<file path="config.mk">
export PLATFORM = sky130hd
export DESIGN_NAME = qpsk_frame_ctrl
export DESIGN_NICKNAME = d
export VERILOG_FILES = /design/src/rtl/qpsk_frame_ctrl.sv
export SDC_FILE = /design/constraint.sdc
export NUM_CORES = 1
export LEC_CHECK = 0
export ABC_CLOCK_PERIOD_IN_PS = 3800
export CAP_MARGIN = 20
export CORE_MARGIN = 2
export CORE_UTILIZATION = 50
export CTS_BUF_LIST = sky130_fd_sc_hd__clkbuf_2 sky130_fd_sc_hd__clkbuf_4 sky130_fd_sc_hd__clkbuf_8
export DETAILED_ROUTE_END_ITERATION = 16
export MAX_ROUTING_LAYER = met4
export PLACE_DENSITY = 0.83
export SYNTH_ARGS = -nofsm -noshare
export SYNTH_HDL_FRONTEND = slang
export SYNTH_SLANG_ARGS = --single-unit
</file>
<file path="constraint.sdc">
create_clock -name clk -period 3.8 [get_ports clk]
set_input_delay 0.57 -clock clk [delete_from_list [all_inputs] [get_ports clk]]
set_output_delay 0.57 -clock clk [all_outputs]
set_load 0.005 [all_outputs]
</file>
<file path="src/rtl/qpsk_frame_ctrl.sv">
// qpsk_frame_ctrl: frames a payload into QPSK symbol pairs {I,Q} paced at one
// symbol slot every SPS clocks. An optional alternating 11/00 preamble of
// PRE_LEN symbols is emitted first when QPSK_FRAME_PREAMBLE_EN is defined;
// without the macro a valid start goes straight to the payload.
// A due slot that cannot issue (downstream not ready, or no payload byte yet)
// stalls the slot counter at 0 so no symbol is lost or repeated.
module qpsk_frame_ctrl #(
    parameter int SPS     = 4,
    parameter int PRE_LEN = 16
) (
    input  logic       clk,
    input  logic       rst,
    input  logic       i_start,
    input  logic [7:0] i_len,
    input  logic [7:0] i_data,
    input  logic       i_data_valid,
    output logic       o_data_ready,
    input  logic       i_mod_ready,
    output logic       o_I,
    output logic       o_Q,
    output logic       o_valid,
    output logic       o_busy,
    output logic       o_done
);

`ifdef QPSK_FRAME_PREAMBLE_EN
    localparam bit PRE_EN = 1'b1;
`else
    localparam bit PRE_EN = 1'b0;
`endif

    localparam int CW = $clog2(SPS);

    typedef enum logic [1:0] {IDLE, PREAMBLE, PAYLOAD, DONE} state_t;

    state_t      state_reg;
    logic [CW-1:0] slot_reg;
    logic [7:0]  len_reg;
    logic [6:0]  pre_cnt_reg;
    logic [7:0]  sr_reg;
    logic        sr_full_reg;
    logic [1:0]  sym_idx_reg;
    logic [7:0]  bytes_acc_reg;
    logic [7:0]  bytes_out_reg;

    logic due;
    logic pre_issue;
    logic pay_issue;
    logic issue;
    logic accept;

    assign due          = (slot_reg == '0);
    assign pre_issue    = (state_reg == PREAMBLE) && due && i_mod_ready;
    assign pay_issue    = (state_reg == PAYLOAD) && due && i_mod_ready && sr_full_reg;
    assign issue        = pre_issue || pay_issue;
    assign o_data_ready = (state_reg == PAYLOAD) && !sr_full_reg && (bytes_acc_reg < len_reg);
    assign accept       = o_data_ready && i_data_valid;
    assign o_busy       = (state_reg != IDLE);

    // Slot counter: free-runs 0..SPS-1 while framing, parks at 0 on a stalled due slot.
    always_ff @(posedge clk or posedge rst) begin
        if (rst) begin
            slot_reg <= '0;
        end else if (state_reg == IDLE) begin
            slot_reg <= '0;
        end else if (due && !issue) begin
            slot_reg <= '0;
        end else if (slot_reg == CW'(SPS - 1)) begin
            slot_reg <= '0;
        end else begin
            slot_reg <= slot_reg + 1'b1;
        end
    end

    // Frame FSM with registered symbol, strobe and done outputs.
    always_ff @(posedge clk or posedge rst) begin
        if (rst) begin
            state_reg     <= IDLE;
            len_reg       <= '0;
            pre_cnt_reg   <= '0;
            sr_reg        <= '0;
            sr_full_reg   <= 1'b0;
            sym_idx_reg   <= '0;
            bytes_acc_reg <= '0;
            bytes_out_reg <= '0;
            o_I           <= 1'b0;
            o_Q           <= 1'b0;
            o_valid       <= 1'b0;
            o_done        <= 1'b0;
        end else begin
            o_valid <= issue;
            o_done  <= 1'b0;
            case (state_reg)
                IDLE: begin
                    if (i_start && (i_len != 8'd0)) begin
                        len_reg       <= i_len;
                        pre_cnt_reg   <= '0;
                        sr_full_reg   <= 1'b0;
                        sym_idx_reg   <= '0;
                        bytes_acc_reg <= '0;
                        bytes_out_reg <= '0;
                        state_reg     <= PRE_EN ? PREAMBLE : PAYLOAD;
                    end
                end
                PREAMBLE: begin
                    if (pre_issue) begin
                        // Even-numbered preamble symbols are 11, odd ones 00.
                        o_I         <= ~pre_cnt_reg[0];
                        o_Q         <= ~pre_cnt_reg[0];
                        pre_cnt_reg <= pre_cnt_reg + 1'b1;
                        if (pre_cnt_reg == 7'(PRE_LEN - 1)) begin
                            state_reg <= PAYLOAD;
                        end
                    end
                end
                PAYLOAD: begin
                    if (accept) begin
                        sr_reg        <= i_data;
                        sr_full_reg   <= 1'b1;
                        bytes_acc_reg <= bytes_acc_reg + 1'b1;
                    end
                    if (pay_issue) begin
                        o_I         <= sr_reg[7];
                        o_Q         <= sr_reg[6];
                        sr_reg      <= {sr_reg[5:0], 2'b00};
                        sym_idx_reg <= sym_idx_reg + 1'b1;
                        if (sym_idx_reg == 2'd3) begin
                            sr_full_reg   <= 1'b0;
                            bytes_out_reg <= bytes_out_reg + 1'b1;
                            if ((bytes_out_reg + 8'd1) == len_reg) begin
                                state_reg <= DONE;
                                o_done    <= 1'b1;
                            end
                        end
                    end
                end
                DONE: begin
                    state_reg <= IDLE;
                end
                default: begin
                    state_reg <= IDLE;
                end
            endcase
        end
    end

endmodule

</file>
==> results by group <==
Synth
  – XOR/XNOR Fraction of Synth Area: 6.27%
  – Largest family of logic cells by synthesized area: simple AND/OR/NAND/NOR gates
  – Post-synthesis mux area share: 0.754%
  – Post-synth EDFFs: 0
  – Syn Area/Cell: 9.62 um2
  – Register area share after synthesis: 47.1%
  – Synth Area in Simple Gates: 18.7%
  – Syn Inst Count: 276
  – Syn nets: 310
  – Dominant synthesized flop cell: dfrtp_1
  – Top cell type's share of synthesized area: 47.1%
  – Synth top area cells: dfrtp_1, nand2_1, ha_1, o21ai_0, xor2_1
  – Synth Area in Compound Gates: 17.2%
  – Mapped Area: 0.00266 mm2
  – Synth warnings: 0
  – Count of cell types in the netlist: 43
  – Async SR Flop Fraction: 100%
  – Register bit total from synthesis: 50
  – Adder-cell area share of the yosys netlist: 6.13%
  – Post-synth top area cell: dfrtp_1

Routing
  – Routed wl met2: 2.76 mm
  – Met1 WL: 2.49 mm
  – 1st-pass router iterations: 4
  – Top Metal Used: met4
  – Post-DR wirelength/cell: 14.7 um
  – WL met3: 180 um
  – Drt total wl: 5.54 mm
  – DR vias/cell: 5.53
  – DRC viols: 0
  – DR iter-0 viols: 119
  – Via count: 2079
  – Final ANT Viol Nets: 0

Floorplan
  – # IOs: 27
  – Die H: 76.9 um
  – Core ar.: 0.00511 mm2
  – Row count: 26
  – Initial Utilization: 52.0%
  – Die ar.: 0.00591 mm2
  – Width of the chip: 76.9 um

Worst setup path
  – Crit. End Element: output pin
  – Cell count of the worst reg-to-reg path: 7
  – R2R setup slack: 1.26 ns
  – CP Class: register to output pin
  – Critical path peak fanout: 7
  – Required time of the critical path: 3.23 ns
  – Crit path arrival time: 2.29 ns
  – Nature of the critical path startpoint: register

Final layout
  – Post-layout nets: 340
  – Share of cells above drive strength 1: 5.88%
  – Multi-input logic area: 0.00130 mm2
  – Layout Cells excl Fill: 376
  – Cell area after layout: 0.00309 mm2
  – Area Overhead vs Synth: 16.3%
  – FILL cells: 442
  – Antenna Diode Count: 0
  – Sequential Area: 0.00125 mm2
  – Final core utilization: 60.4%

GRT
  – Largest net degree at the start of global routing: 51
  – Global-route wire length before repair: 9.67 mm
  – GRT Overall Usage: 21.1%
  – Vias in the first global route: 2124
  – Initial antenna violation count: 0
  – Grt ovf: 0

Timing
  – Worst slew margin: 42.8%
  – Clk_skew: 0.00747 ns
  – Final TNS setup: 0 ns
  – Post-layout min period: 2.86 ns
  – Hold Vio Cnt, Final: 0
  – Final period utilization: 75.2%
  – RSZ-0062 raised after global routing: false
  – Setup violators final: 0
  – Max Fclk: 350 MHz
  – Slew @ Worst Pin: 0.856 ns
  – Slew Viols, Final: 0

Placed design
  – Cell Area, Placed: 0.00298 mm2
  – IO Port Bufs: 26
  – Final Wtd Congestion: 0.887
  – Placed cells: 368
  – Hpwl dp: 4.06 mm

Power and ir drop
  – LEAKAGE: 1.36 nW
  – Net Sw Power: 0.000482 W
  – Clock power share: 21.1%
  – Logic pwr share: 28.3%
  – Switch share: 33.0%
  – Int Power: 0.000980 W
  – Overall Power: 0.00146 W
  – PD cells: 474 mW/mm2
  – VDD IR max: 0.000260 V
  – Sequential power share: 50.6%

Clock tree
  – Post-CTS Resized: 0
  – Clk Latency, worst-skew pair: 0.31 ns
  – # clock sinks: 50
  – Bufs on Longest Clock Path: 2
  – Root Driver: clkbuf_8
  – TritonCTS clock tree: done
  – CTS clock-pin slew for the worst setup and hold paths: 0.09 ns
  – Post-CTS Setup Inserts: 0
  – Number of buffers created by CTS: 5
  – Htree depth: 2
  – Cts hold-fix bufs: 0

Status
  – Outcome: complete, no violations

Worst hold path
  – Type of the worst min-delay path: primary input to async pin

Run
  – MaxCap Viol Count: 0
[through the flow]
stage	hold slack, ns	setup slack (ns)
6_report	0.481	0.942
5_1_grt	0.495	0.851
4_1_cts	0.491	0.943
3_5_place_dp	0.477	1.22
3_3_place_gp	0.463	1.23
2_1_floorplan	0.444	1.77
[power by group through the flow]
stage                     Sequential, W  Clock [W]  Combinational, W
after global routing           0.000756   0.000338          0.000471
after detailed placement       0.000751          0          0.000414
final                          0.000740   0.000308          0.000414
after CTS                      0.000740   0.000315          0.000419
after floorplan                0.000727          0          0.000305
after global placement         0.000743          0          0.000398
[cell type report]
class,instances,area share [%]
inverters,16,1.95
well taps,70,2.84
clock inverters,2,0.486
clock buffers,5,2.23
flip-flops and latches,50,40.5
multi-input cells,203,42.2
repair buffers,30,9.81
[cells by family after synthesis]
logic type | after synthesis
muxes | 2
and+or+nand+nor | 104
DFF | 50
xor gates and xnor gates | 19
buffers and inverters | 23
adders and majority gates | 13
AOI/OAI and AO/OA | 65
[synth_stat cells (2+ instances only)]
cell type	n
a21oi_1	5
and2_1	2
buf_6	2
clkbuf_1	4
dfrtp_1	50
ha_1	13
inv_1	16
mux2i_1	2
nand2_1	44
nand2b_1	2
nand3_1	17
nand4_1	7
nor2_1	17
nor2b_1	2
o211ai_1	2
o21a_1	8
o21ai_0	25
o21ai_1	4
o22a_1	6
o31ai_1	5
or4_1	4
xnor2_1	8
xor2_1	11
[layer usage]
layer | vias to the layer above | global-route usage (%)
li1 | 1029 | -
met1 | 1005 | 26.2
met2 | 37 | 33.9
met3 | 8 | 4.71
met4 | 0 | 8.00
met5 | - | -
[worst max-delay path, stage by stage, from the launching register on]
cell and delay, ns:
dfrtp_1 0.45, ha_1 0.33, a211oi_1 0.25, nand2_1 0.09, a31oi_2 0.22, o21a_1 0.15, clkdlybuf4s50_1 0.49
[layout by cell type, fill, tap and decap left out, types with 2 or more instances in the layout]
cell type | Yosys | layout
mux2i_1 | 2 | 2
clkbuf_8 | 0 | 5
nor2_1 | 17 | 17
nand4_1 | 7 | 7
o31ai_1 | 5 | 5
and2_1 | 2 | 2
o21a_1 | 8 | 8
nand2b_1 | 2 | 2
o22a_1 | 6 | 6
ha_1 | 13 | 13
clkdlybuf4s50_1 | 0 | 26
xor2_1 | 11 | 11
nor2b_1 | 2 | 2
dfrtp_1 | 50 | 50
buf_4 | 0 | 3
or4_1 | 4 | 4
o21ai_0 | 25 | 25
nand3_1 | 17 | 17
o21ai_1 | 4 | 4
nand2_1 | 44 | 44
a21oi_1 | 5 | 5
xnor2_1 | 8 | 8
clkinvlp_4 | 0 | 2
inv_1 | 16 | 15
o211ai_1 | 2 | 2
[worst paths after layout]
kind / start / endpoint
setup / recovery: bytes_acc_reg[3]$_DFFE_PP0P_ / o_data_ready
hold / removal: rst / o_done$_DFF_PP0_
setup reg to reg: bytes_acc_reg[3]$_DFFE_PP0P_ / bytes_acc_reg[4]$_DFFE_PP0P_
hold reg to reg: slot_reg[0]$_DFF_PP0_ / slot_reg[0]$_DFF_PP0_
max in group asynchronous: rst / sr_reg[7]$_DFFE_PP0P_
min in group clk: slot_reg[0]$_DFF_PP0_ / slot_reg[0]$_DFF_PP0_
Note: power is estimated with default switching activity, not from simulation.
